File: src/rtl/uart_pkg.sv
`default_nettype none
// ============================================================================
// Module      : uart_pkg
// Description : Shared types, constants and helpers for the UART transmitter
// Revision    : 1.0 - initial release
// ============================================================================
package uart_pkg;

  typedef enum logic [2:0] {
    IDLE   = 3'd0,
    SYNC   = 3'd1,
    START  = 3'd2,
    DATA   = 3'd3,
    PARITY = 3'd4,
    STOP   = 3'd5
  } uart_tx_state_t;

  localparam logic UART_IDLE_LVL = 1'b1;

  function automatic int uart_cnt_w(input int n);
    return (n > 1) ? $clog2(n) : 1;
  endfunction

endpackage
`default_nettype wire

File: src/rtl/edge_rise.sv
`default_nettype none
// ============================================================================
// Module      : edge_rise
// Description : Single-cycle pulse on each rising edge of a level input
// Revision    : 1.0 - initial release
// ============================================================================
module edge_rise (
  input  logic clk,
  input  logic rst_,
  input  logic in,
  output logic pulse
);

  logic in_q;

  always_ff @(posedge clk or negedge rst_) begin
    if (!rst_) begin
      in_q <= 1'b0;
    end else begin
      in_q <= in;
    end
  end

  assign pulse = in & ~in_q;

endmodule
`default_nettype wire

File: src/rtl/uart_tx_cke.sv
`default_nettype none
// ============================================================================
// Module      : uart_tx_cke
// Description : UART frame transmitter paced by the rising edge of a bit-rate
//               enable level. Define UART_TX_PARITY_EN to add an even-parity bit.
// Revision    : 1.0 - initial release
// ============================================================================
module uart_tx_cke
  import uart_pkg::*;
#(
  parameter int DATA_W    = 8,
  parameter int STOP_BITS = 1
) (
  input  logic              clk,
  input  logic              rst_,
  input  logic              cke,
  input  logic [DATA_W-1:0] data,
  input  logic              valid,
  output logic              ready,
  output logic              tx,
  output logic              busy
);

  localparam int              CNT_W     = uart_cnt_w(DATA_W);
  localparam logic [CNT_W-1:0] LAST_BIT = CNT_W'(DATA_W - 1);
  localparam logic             STOP_LAST = 1'(STOP_BITS - 1);

  uart_tx_state_t    state_q, state_d;
  logic [DATA_W-1:0] shift_q, shift_d;
  logic [DATA_W-1:0] shift_nxt;
  logic [CNT_W-1:0]  cnt_q, cnt_d;
  logic              stop_q, stop_d;
  logic              tx_q, tx_d;
  logic              tick;

  edge_rise u_edge (
    .clk   (clk),
    .rst_  (rst_),
    .in    (cke),
    .pulse (tick)
  );

`ifdef UART_TX_PARITY_EN
  // Parity is captured at accept because the shift register is consumed.
  logic par_q, par_d;

  always_ff @(posedge clk or negedge rst_) begin
    if (!rst_) begin
      par_q <= 1'b0;
    end else begin
      par_q <= par_d;
    end
  end
`endif

  always_ff @(posedge clk or negedge rst_) begin
    if (!rst_) begin
      state_q <= IDLE;
      shift_q <= '0;
      cnt_q   <= '0;
      stop_q  <= 1'b0;
      tx_q    <= UART_IDLE_LVL;
    end else begin
      state_q <= state_d;
      shift_q <= shift_d;
      cnt_q   <= cnt_d;
      stop_q  <= stop_d;
      tx_q    <= tx_d;
    end
  end

  assign shift_nxt = shift_q >> 1;

  always_comb begin
    state_d = state_q;
    shift_d = shift_q;
    cnt_d   = cnt_q;
    stop_d  = stop_q;
    tx_d    = tx_q;
`ifdef UART_TX_PARITY_EN
    par_d   = par_q;
`endif
    case (state_q)
      IDLE: begin
        tx_d = UART_IDLE_LVL;
        if (valid) begin
          shift_d = data;
          state_d = SYNC;
`ifdef UART_TX_PARITY_EN
          par_d   = ^data;
`endif
        end
      end
      SYNC: if (tick) begin
        tx_d    = 1'b0;
        state_d = START;
      end
      START: if (tick) begin
        tx_d    = shift_q[0];
        cnt_d   = '0;
        state_d = DATA;
      end
      DATA: if (tick) begin
        if (cnt_q == LAST_BIT) begin
`ifdef UART_TX_PARITY_EN
          tx_d    = par_q;
          state_d = PARITY;
`else
          tx_d    = UART_IDLE_LVL;
          stop_d  = 1'b0;
          state_d = STOP;
`endif
        end else begin
          shift_d = shift_nxt;
          cnt_d   = cnt_q + 1'b1;
          tx_d    = shift_nxt[0];
        end
      end
`ifdef UART_TX_PARITY_EN
      PARITY: if (tick) begin
        tx_d    = UART_IDLE_LVL;
        stop_d  = 1'b0;
        state_d = STOP;
      end
`endif
      STOP: if (tick) begin
        if (stop_q == STOP_LAST) begin
          state_d = IDLE;
        end else begin
          stop_d = stop_q + 1'b1;
        end
      end
      default: begin
        tx_d    = UART_IDLE_LVL;
        state_d = IDLE;
      end
    endcase
  end

  assign ready = (state_q == IDLE);
  assign busy  = ~ready;
  assign tx    = tx_q;

endmodule
`default_nettype wire

File: config.mk
export PLATFORM = sky130hd
export DESIGN_NAME = uart_tx_cke
export DESIGN_NICKNAME = d
export VERILOG_FILES = /design/src/rtl/uart_pkg.sv /design/src/rtl/edge_rise.sv /design/src/rtl/uart_tx_cke.sv
export SDC_FILE = /design/constraint.sdc
export NUM_CORES = 1
export LEC_CHECK = 0
export BUFFER_PORTS_ARGS = -buffer_cell sky130_fd_sc_hd__buf_2
export CAP_MARGIN = 20
export CORE_MARGIN = 1.5
export CORE_UTILIZATION = 49
export DETAILED_ROUTE_END_ITERATION = 6
export MAX_ROUTING_LAYER = met4
export PLACE_DENSITY = 0.78
export SYNTH_ARGS = -nofsm -noshare
export SYNTH_HDL_FRONTEND = slang
export SYNTH_HIERARCHICAL = 1
export SYNTH_SLANG_ARGS = --single-unit
File: constraint.sdc
create_clock -name clk -period 5.9 [get_ports clk]
set_clock_uncertainty 0.2 [all_clocks]
set_input_delay 0.59 -clock clk [delete_from_list [all_inputs] [get_ports clk]]
set_output_delay 0.59 -clock clk [all_outputs]
set_load 0.03 [all_outputs]
=== Word-level counts from Yosys, hierarchy flattened ===
Index checks and enable logic that the tools add are counted.

* Output and inout port bits: 3
* Register bits after elaboration: 17
* Bits of input ports: 12
* Logic and storage cells: 60

* Reduce and logical (&&, ||, !) cells: 9
* Equality and inequality tests: 13
* Add/subtract/negate cells: 2
* Bitwise operators: 4
* Muxes and demuxes: 26

{| class="wikitable"
|+ Operators by type and width
! kind !! count
|-
| 3-bit two-way mux || 10
|-
| 8-bit two-way mux || 3
|-
| 2-bit inequality test, second input constant || 8
|-
| 8-bit case mux with 2 select lines || 1
|-
| 4-bit AND reduction || 4
|-
| 3-bit case mux with 5 select lines || 1
|-
| 1-bit two-way mux || 8
|-
| 7-bit AND reduction || 1
|-
| 3-bit by 2-bit equality test with 1-bit output, second input constant || 2
|-
| 3-bit equality test, second input constant || 2
|-
| 3-bit case mux with 2 select lines || 1
|-
| 2-bit nonzero test || 3
|-
| 1-bit case mux with 4 select lines || 1
|-
| 3-bit by 1-bit adder with 3-bit output, second input constant || 1
|-
| 3-bit by 1-bit equality test with 1-bit output, second input constant || 1
|-
| 3-bit zero test || 1
|-
| 1-bit inverter || 3
|-
| 1-bit case mux with 2 select lines || 1
|-
| 1-bit adder, second input constant || 1
|-
| 1-bit bitwise AND || 1
|}

=== Longest topological paths before layout ===
Gate-level depths: netlist of the first run.

* Depth after elaboration: 4
* Depth in mapped cells: 5
* Mapped depth without buffers: 5

=== By module ===
The synthesis of the first run kept the hierarchy.

{| class="wikitable"
|+ Modules (own cells, without submodules)
! module !! times used !! seq. area each (µm²) !! cells each !! area each (µm²)
|-
| uart_tx_cke || 1 || 376.6 || 73 || 863.3
|-
| edge_rise || 1 || 25.0 || 2 || 38.8
|}

=== Worst setup path after synthesis of the first run ===
OpenSTA, ideal clock, no wires.

* Path kind: register -> output
* Start point: reg state_q[0]
* End point: out ready
* Buffers on the path: 1
* Data required time: 5.110 ns
* Path slack: 3.802 ns
* Stages on the path, launching flop included: 4
* Data arrival time: 1.308 ns
* Path through: dfrtp_1 buf_6 or3_1 inv_1

* Longest elaborated chain between the ends: 1

{| class="wikitable"
|+ RTL lines
! what !! line !! text
|-
| start, declared || uart_tx_cke.sv:28 || <nowiki>uart_tx_state_t state_q, state_d;</nowiki>
|-
| start signal, assigned || uart_tx_cke.sv:64 || <nowiki>state_q <= state_d;</nowiki>
|-
| 3-bit zero test || uart_tx_cke.sv:140 || <nowiki>assign ready = (state_q == IDLE);</nowiki>
|-
| end, declared || uart_tx_cke.sv:19 || <nowiki>output logic ready,</nowiki>
|}

Every way passes these cells.

=== Worst setup path in the final report of the first run ===
Same ends and word-level chain as after synthesis.

==> flow_summary_export.csv, run 1 <==
group,metric,value,unit
cts,cts_root_buf,"clkbuf_4",
cts,postCtsSetupRepairBufs,0,
sta,setup-violations-final,0,
critical_path,crit_slowest_cell,"dfrtp_1",
critical_path,r2r_slack,3.75,ns
sta,tns,0,ns
cts,ctsResizeCount,0,
logic_synthesis,syn-cell-area,902,um2
critical_path,r2r-end,"shift_q[3]",
route,ant_nets,0,
cells_and_area,n_fill_cell,154,
logic_synthesis,syn_area_per_cell,12.0,um2
placement,dp_hpwl,1.06,mm
die,die_area,2110,um2
die,die_y,45.9,um
cts,h-tree-depth,1,
cells_and_area,nNetsFinal,103,
critical_path,max_stage_delay,0.52,ns
power_and_ir_drop,power.total,0.433,mW
run,maxCapViolCount,0,
cts,ctsHoldBuffers,0,
cts,cts_sinks,16,
die,start_util,0.522,
critical_path,critPathLaunchType,"register",
grt,grt-ovfl-total,0,
die,die_w,45.9,um
power_and_ir_drop,peakVddDrop,0.222,mV
grt,grt_pass1_wl,2.34,mm
cts,clockBufferDepth,2,
logic_synthesis,ys_ff_latch,16,
grt,grt_pass1_vias,528,
sta,fmaxAchievable,0.446,GHz
route,vias,581,
logic_synthesis,synth-seq-area-share,0.445,
sta,hold_ws,0.00825,ns
power_and_ir_drop,p_leak,0.457,nW
grt,grtUsageTotal,0.166,
route,wl_per_cell,12.9,um
sta,rsz0062_at_grt,"no",
placement,gp_congestion,0.777,
logic_synthesis,synthCells,75,
critical_path,crit_path_end_kind,"output pin",
critical_path,worstPathArrival,1.45,ns
cts,clock_latency,0.28,ns
sta,worst_slew_pin_slew,0.369,ns
logic_synthesis,synthesis.nets,89,
critical_path,path_max_fanout,12,
critical_path,worstRegToRegCells,5,
cells_and_area,drive_gt1_frac,0.432,
logic_synthesis,synth_warnings,6,
cts,cts_tree,"done",
placement,io_buffers,14,
cts,cts_made_buffers,3,
die,core,1730,um2
logic_synthesis,synth_top_cell_area_share,0.416,
logic_synthesis,synth_area_leader_cell,"dfrtp_1",
route,post-route-drc-count,0,
die,ios,15,
route,drt_iter0_markers,10,
route,vias_per_cell,5.14,
sta,period_share,0.380,
grt,antenna_found_initial,0,
route,drt-total-wl,1.46,mm
sta,final-hold-violation-count,0,
sta,slew_headroom,0.754,
critical_path,r2r-start,"cnt_q[0]",
logic_synthesis,ys_types,31,
sta,slew_violations,0,
status,outcome,"finished, final reports clean",
cells_and_area,diodes,0,
hold_path,hold_class,"in2async",
logic_synthesis,synth_area_leaders,"dfrtp_1 42%, mux2_2 20%, buf_6 3.7%",
critical_path,crit_required,5.11,ns
critical_path,crit_chain,"or3_1 > inv_1 > buf_2",
route,first_pass_iters,4,
die,rows,15,
power_and_ir_drop,power_density,441,nW/um2
cells_and_area,area_growth,9.02,%
cts,clkTransAtPathRegs,0.09,ns
grt,grt_max_degree,17,
sta,layout_min_cycle_time,2.24,ns
critical_path,critPathKind,"reg2out",
## routing by layer
metal,up-vias,track usage,wire [um]
met2,10,0.247,723
li1,290,-,-
met1,279,0.209,677
met3,2,0.0238,38
met4,0,0.103,21
met5,-,-,0
## sequential cells by signal, summed over array words and instances, names as in the netlist
signal       count
tx               1
state_q          3
cnt_q            3
shift_q          8
u_edge/in_q      1
## worst max-delay path by stage
stage / from / endpoint / slack, ns / cells past startpoint
after detailed placement: cke / shift_q[3] / 3.77 / 5
after floorplan: state_q[0] / ready / 3.80 / 3
after CTS: state_q[0] / ready / 3.63 / 3
after global placement: cke / shift_q[3] / 3.81 / 5
after global routing: state_q[0] / ready / 3.58 / 3
final: state_q[0] / ready / 3.66 / 3
## cells in the mapped netlist
cell       count
nor3b_1        1
nor2_1         3
nand2b_1       1
buf_6          3
or2b_1         2
a21oi_4        1
nor3_1         1
dfrtp_1       15
or3b_4         1
o21ai_0        2
o2bb2ai_1      1
or3_1          1
clkbuf_2       1
a21o_1         1
a211oi_1       1
nand4b_1       1
buf_4          1
o22ai_1        1
nor2b_1        1
mux2_2        16
ha_1           2
dfstp_2        1
and4_1         1
a21oi_1        3
mux2i_1        1
inv_1          4
nand2_1        4
nand3b_4       1
nor2b_4        1
nor4b_1        1
and3b_1        1
## power by group
| group | internal [mW] | switching, mW |
|---|---|---|
| sequential | 0.155 | 0.0373 |
| combinational | 0.105 | 0.0769 |
| clock | 0.0262 | 0.0326 |
| total | 0.287 | 0.147 |
## cell families (layout without fill, tap and decap cells)
| family | Yosys count | in the layout | synth area share |
|---|---|---|---|
| fa+ha+maj | 2 | 2 | 0.0277 |
| flops | 16 | 16 | 0.445 |
| simple gates | 21 | 21 | 0.169 |
| compound gates | 10 | 10 | 0.0791 |
| mux | 17 | 17 | 0.211 |
| buf+inv | 9 | 22 | 0.0680 |
## critical path, delay by kind of cell, from the launching register on
family / cells / cell delay (ns)
flip-flops: 1 / 0.52
buffers and inverters: 2 / 0.24
AND/OR/NAND/NOR: 1 / 0.41
## through the flow
stage               area (um2)  setup WS, ns  cells  utilization
floorplan                  902          3.80     75            -
finish                     983          3.66    113        0.570
CTS                        983          3.63    113        0.570
detailed placement         957          3.77    109        0.554
global route               983          3.58    113        0.570
global placement           957          3.81    109        0.554
## cell usage in the layout (no fill, tap or decap)
cell,instances
a211oi_1,1
a21o_1,1
a21oi_1,3
a21oi_4,1
and3b_1,1
and4_1,1
buf_2,14
clkbuf_1,1
clkbuf_4,3
dfrtp_1,15
dfstp_2,1
ha_1,2
inv_1,4
mux2_2,16
mux2i_1,1
nand2_1,4
nand2b_1,1
nand3b_4,1
nand4b_1,1
nor2_1,3
nor2b_1,1
nor2b_4,1
nor3_1,1
nor3b_1,1
nor4b_1,1
o21ai_0,2
o22ai_1,1
o2bb2ai_1,1
or2b_1,2
or3_1,1
or3b_4,1
## layout make-up
| cell class | count | area (um2) | area share |
|---|---|---|---|
| multi-input combinational | 50 | 439 | 0.447 |
| sequential | 16 | 402 | 0.408 |
| timing repair buffer | 14 | 70.1 | 0.0712 |
| tap | 25 | 31.3 | 0.0318 |
| clock buffer | 4 | 26.3 | 0.0267 |
| inverter | 4 | 15.0 | 0.0153 |
No activity file was read; power rests on OpenSTA's default activity.
==> inputs of run 2 (changes only) <==
==> constraint.sdc (replaced) <==
create_clock -name clk -period 2.14 [get_ports clk]
set_clock_uncertainty 0.2 [all_clocks]
set_input_delay 0.214 -clock clk [delete_from_list [all_inputs] [get_ports clk]]
set_output_delay 0.214 -clock clk [all_outputs]
set_load 0.03 [all_outputs]
==> run 2 against run 1 <==
  * Total power rose to 2.9 times the previous value
  * Critical endpoint is now shift_q[6]
  * Sequential power rose to 2.6 times the previous value
  * Sequential share of layout area fell by 3.0 points
  * Critical path type is now reg2reg
  * Largest power group is now combinational cells
  * Core utilization rose by 4.5 points
  * Hold slack improved by 0.061 ns
  * Routed wire length rose by 4.7%
  * Cell count rose by 7.1%
  * Register-to-register slack got worse by 3.7 ns
  * Design area rose by 7.9%
  * Clock power rose to 3.5 times the previous value
  * Via count rose by 4.1%
  * Global-route usage rose by 0.86 points
==> flow_summary_export.csv, run 2 (synthesis gave the netlist of run 1 again) <==
group,metric,value,unit
cells_and_area,largestRegisters,"shift_q (8), cnt_q (3), state_q (3)",
grt,grt_max_degree,17,
critical_path,crit_chain,"ha_1 > ha_1 > nand4b_1 > a21oi_4 > mux2_2",
cts,cts_sinks,16,
placement,gp_congestion,0.729,
cts,postCtsSetupRepairBufs,0,
placement,pre_cts_ws,0.0750,ns
critical_path,max_stage_delay,0.41,ns
sta,layout_min_cycle_time,2.06,ns
grt,grt-ovfl-total,0,
cells_and_area,final_cell_count_no_fill,121,
cts,cts_tree,"done",
route,vias_per_cell,5.00,
power_and_ir_drop,peakVddDrop,0.717,mV
power_and_ir_drop,p_leak,0.501,nW
cells_and_area,area_growth,17.6,%
route,first_pass_iters,3,
sta,final-hold-violation-count,0,
cts,clockBufferDepth,2,
critical_path,crit_required,2.13,ns
route,post-route-drc-count,0,
critical_path,critPathKind,"reg2reg",
grt,antenna_found_initial,0,
critical_path,crit_path_end_kind,"register",
status,outcome,"finished, final reports clean",
power_and_ir_drop,power.total,1.27,mW
critical_path,critPathLaunchType,"register",
route,wl_per_cell,12.6,um
sta,slew_violations,0,
sta,rsz0062_at_grt,"no",
cts,cts_made_buffers,3,
sta,setup-violations-final,0,
die,core,1730,um2
cells_and_area,layout_common_cells,"16 x mux2_2, 15 x dfrtp_1, 14 x buf_2",
cts,cts_root_buf,"clkbuf_4",
sta,slew_headroom,0.764,
grt,grt_pass1_wl,2.56,mm
cells_and_area,nNetsFinal,111,
critical_path,cp_top_family,"flip-flops",
hold_path,hold_class,"in2reg",
route,vias,605,
cells_and_area,final_common_cell,"mux2_2",
cells_and_area,drive_gt1_frac,0.458,
cts,clkTransAtPathRegs,0.10,ns
die,die_y,45.9,um
critical_path,worst-path-buf-inv,0,
cells_and_area,largest_reg_flops,8,
route,drt_iter0_markers,5,
sta,period_share,0.964,
placement,place_inst,114,
die,rows,15,
placement,dp_hpwl,1.12,mm
die,ios,15,
route,ant_nets,0,
die,die_w,45.9,um
sta,fmaxAchievable,0.485,GHz
sta,tns,0,ns
sta,worst_slew_pin_slew,0.353,ns
critical_path,worstPathArrival,2.05,ns
cts,h-tree-depth,1,
critical_path,crit_slowest_cell,"dfrtp_1",
critical_path,path_max_fanout,8,
die,start_util,0.522,
die,die_area,2110,um2
cells_and_area,diodes,0,
critical_path,crit_top_cell,"ha_1",
grt,grtUsageTotal,0.175,
route,drt-total-wl,1.53,mm
power_and_ir_drop,power_density,1190,nW/um2
cells_and_area,largest-register,"shift_q",
grt,grt_pass1_vias,591,
run,maxCapViolCount,0,
cts,clock_latency,0.29,ns
sta,setup_slack,0.0767,ns
placement,io_buffers,14,
-- run 2: changes by cell type in the layout (fill, tap and decap cells not counted) --
cell and delta:
buf_4 +5, dlygate4sd3_1 +3, clkbuf_8 +1, clkbuf_1 -1
-- run 2: final timing paths --
path,startpoint,end,slack (ns),depth (start not counted)
max in group asynchronous,rst_,tx,1.29,2
worst min-delay path,data[4],shift_q[4],0.07,3
worst max-delay path,cnt_q[0],shift_q[6],0.08,5
worst min register to register,shift_q[5],shift_q[5],0.31,1
worst max register to register,cnt_q[0],shift_q[6],0.08,5
min in group asynchronous,rst_,shift_q[4],0.15,2
-- run 2: worst register-to-register path, stage by stage (launching register included) --
cell	delay, ns
dfrtp_1	0.41
ha_1	0.21
ha_1	0.19
nand4b_1	0.23
a21oi_4	0.34
mux2_2	0.38
-- run 2: power breakdown --
| part | leakage [nW] | internal, mW | switching [mW] |
|---|---|---|---|
| logic | 0.287 | 0.313 | 0.254 |
| registers | 0.193 | 0.429 | 0.0683 |
| clock network | 0.0210 | 0.104 | 0.0993 |
-- run 2: what timing repair did --
item / in CTS / in global routing
endpoints found under the hold margin: 18 / 0
hold buffers: 3 / 0
setup endpoints to repair: 0 / 0
gates resized for setup: 0 / 0
-- run 2: through the flow --
step           hold WS (ns)  cell area (um2)  utilization
3_5_place_dp        -0.0540              995        0.576
2_1_floorplan        -0.282              902            -
5_1_grt              0.0712             1060        0.614
3_3_place_gp        -0.0581              995        0.576
4_1_cts              0.0697             1060        0.614
6_report             0.0694             1060        0.614
-- run 2: layer usage --
layer  wire length [um]  GRT usage  vias up
met5                  0          -        -
met4                  0     0.0343        0
met1                721      0.210      291
met2                754      0.283       11
li1                   -          -      303
met3                 53     0.0595        0
-- run 2: area by class of cell --
cell class	count	area [um2]
tap	25	31.3
inverter	4	15.0
clock buffer	4	36.3
timing repair buffer	22	138
sequential	16	402
multi-input combinational	50	439
fill	155	666
==> inputs of run 3 (changes only) <==
--- a/config.mk
+++ b/config.mk
@@ -14,5 +14,4 @@
 export PLACE_DENSITY = 0.78
 export SYNTH_ARGS = -nofsm -noshare
 export SYNTH_HDL_FRONTEND = slang
-export SYNTH_HIERARCHICAL = 1
 export SYNTH_SLANG_ARGS = --single-unit
==> run 3 against run 2 <==
  * First-iteration DRC count stayed put
  * Sequential power is 4.4% higher
  * Synthesized cell count is 2.7% lower
  * Total power is 0.87% higher
  * Critical path depth stayed put
  * Design area is 2.9% lower
  * Non-clock buffer count is 5 lower
  * Routed wire length is 2.3% higher
  * Fmax is 7.7% higher
  * Critical endpoint is now shift_q[0]
  * Largest cell class unchanged
  * Highest routed layer is now met4
==> flow_summary_export.csv, run 3 <==
group,metric,value,unit
cells_and_area,nNetsFinal,106,
logic_synthesis,syn_area_per_cell,12.1,um2
cts,postCtsSetupRepairBufs,0,
critical_path,critPathKind,"reg2reg",
critical_path,crit_path_end_kind,"register",
die,core,1710,um2
logic_synthesis,synth_ff_type,"dfrtp_1",
die,start_util,0.519,
cells_and_area,final_common_cell,"dfrtp_1",
run,maxCapViolCount,0,
placement,dp_hpwl,1.17,mm
logic_synthesis,synth_warnings,0,
cells_and_area,largest_reg_flops,8,
cells_and_area,largest-register,"shift_q",
critical_path,crit_required,2.11,ns
power_and_ir_drop,p_leak,0.498,nW
logic_synthesis,synth_area_leaders,"dfrtp_1 42%, mux2_4 12%, mux2_1 6.4%",
cells_and_area,final_core_util,0.603,
sta,slew_violations,0,
sta,worst_slew_pin_slew,0.431,ns
route,ant_nets,0,
power_and_ir_drop,power_density,1240,nW/um2
cts,cts_root_buf,"clkbuf_4",
logic_synthesis,synthesis.nets,87,
cells_and_area,area_growth,16.2,%
power_and_ir_drop,peakVddDrop,0.625,mV
grt,grt-ovfl-total,0,
grt,grtUsageTotal,0.185,
cts,clockBufferDepth,2,
placement,gp_congestion,0.819,
hold_path,hold_class,"in2reg",
route,drt_iter0_markers,5,
route,vias,597,
cells_and_area,diodes,0,
sta,slew_headroom,0.710,
sta,setup_slack,0.225,ns
cts,clock_latency,0.28,ns
grt,grt_max_degree,17,
logic_synthesis,synthCells,73,
power_and_ir_drop,power.total,1.28,mW
route,wl_per_cell,13.5,um
route,first_pass_iters,4,
grt,grt_pass1_vias,601,
logic_synthesis,ys_types,28,
grt,antenna_found_initial,0,
sta,period_share,0.895,
placement,io_buffers,14,
logic_synthesis,async_reset_ff_frac,1.00,
logic_synthesis,ys_ff_latch,16,
die,die_y,45.5,um
status,outcome,"finished, final reports clean",
cts,clkTransAtPathRegs,0.10,ns
cells_and_area,largestRegisters,"shift_q (8), cnt_q (3), state_q (3)",
sta,final-hold-violation-count,0,
sta,setup-violations-final,0,
sta,tns,0,ns
cells_and_area,drive_gt1_frac,0.407,
cells_and_area,layout_common_cells,"15 x dfrtp_1, 14 x buf_2, 7 x mux2_4",
logic_synthesis,synth_area_leader_cell,"dfrtp_1",
critical_path,critPathLaunchType,"register",
route,vias_per_cell,5.15,
cts,ctsResizeCount,0,
critical_path,path_max_fanout,11,
sta,rsz0062_at_grt,"no",
logic_synthesis,yosysMostFrequentCell,"dfrtp_1",
grt,grt_pass1_wl,2.65,mm
placement,dpl_cell_area,973,um2
cts,cts_sinks,16,
sta,layout_min_cycle_time,1.92,ns
placement,pre_cts_ws,0.236,ns
logic_synthesis,syn-cell-area,886,um2
logic_synthesis,synth_top_cell_area_share,0.424,
die,ios,15,
critical_path,worstPathArrival,1.89,ns
die,rows,15,
cts,cts_tree,"done",
die,die_w,45.5,um
route,drt-total-wl,1.56,mm
cts,ctsHoldBuffers,2,
cts,h-tree-depth,1,
logic_synthesis,synth_edf_count,0,
route,post-route-drc-count,0,
logic_synthesis,synthTopCellsByCount,"15 x dfrtp_1, 7 x mux2_4, 5 x inv_1, 5 x mux2_1, 5 x mux2_2",
cells_and_area,stdcell_area,1030,um2
logic_synthesis,synth-seq-area-share,0.453,
die,die_area,2070,um2
cts,cts_made_buffers,3,
sta,fmaxAchievable,0.522,GHz
run 3: cell count changes after synthesis, moves of 2 or more:
cell / change
mux2_2: -11
mux2_4: +7
nand3b_1: +2
o32ai_1: +2
buf_6: -2
buf_2: +2
nand2_1: -2
mux2_1: +5
run 3: area by class of cell:
class                   instances  area (um2)
inverters                       6        22.5
multi-input cells              48         440
flip-flops and latches         16         402
repair buffers                 17        97.6
well taps                      25        31.3
clock buffers                   4        36.3
fillers                       156         678
run 3: path summary, 6_finish.rpt:
kind	from	endpoint	slack, ns	cells after the start
max	state_q[1]	shift_q[0]	0.22	5
max reg2reg	state_q[1]	shift_q[0]	0.22	5
min in group asynchronous	rst_	state_q[0]	0.16	2
min reg2reg	shift_q[4]	shift_q[4]	0.32	1
max in group asynchronous	rst_	tx	1.27	2
min	data[7]	shift_q[7]	0.02	3
run 3: critical path, cell delays in order (launching register included):
cell and delay, ns:
dfrtp_1 0.49, or3_4 0.43, inv_2 0.08, a32o_1 0.12, buf_4 0.18, mux2_4 0.31
run 3: cells by family after synthesis:
kind of cell	synth area share
DFF	0.453
adders and majority gates	0.0282
AOI/OAI and AO/OA	0.0749
and+or+nand+nor	0.137
buffers and inverters	0.0494
muxes	0.257
run 3: power breakdown:
part           internal [mW]  total, mW  switching, mW  leakage [nW]
Sequential             0.425      0.519         0.0941         0.194
Clock                  0.103      0.199         0.0955        0.0210
Combinational          0.325      0.561          0.236         0.283
run 3: through the flow:
stage | hold slack [ns] | instances
after floorplan | -0.282 | 73
after global placement | -0.0539 | 110
after detailed placement | -0.0479 | 110
after CTS | 0.0354 | 116
after global routing | 0.0527 | 116
final | 0.0227 | 116
run 3: layer usage:
| layer | vias up | global-route usage | share of wire |
|---|---|---|---|
| met5 | - | - | 0 |
| met4 | 0 | 0.0706 | 0.0077 |
| met3 | 2 | 0.0397 | 0.050 |
| met2 | 16 | 0.279 | 0.48 |
| met1 | 281 | 0.241 | 0.46 |
| li1 | 298 | - | - |
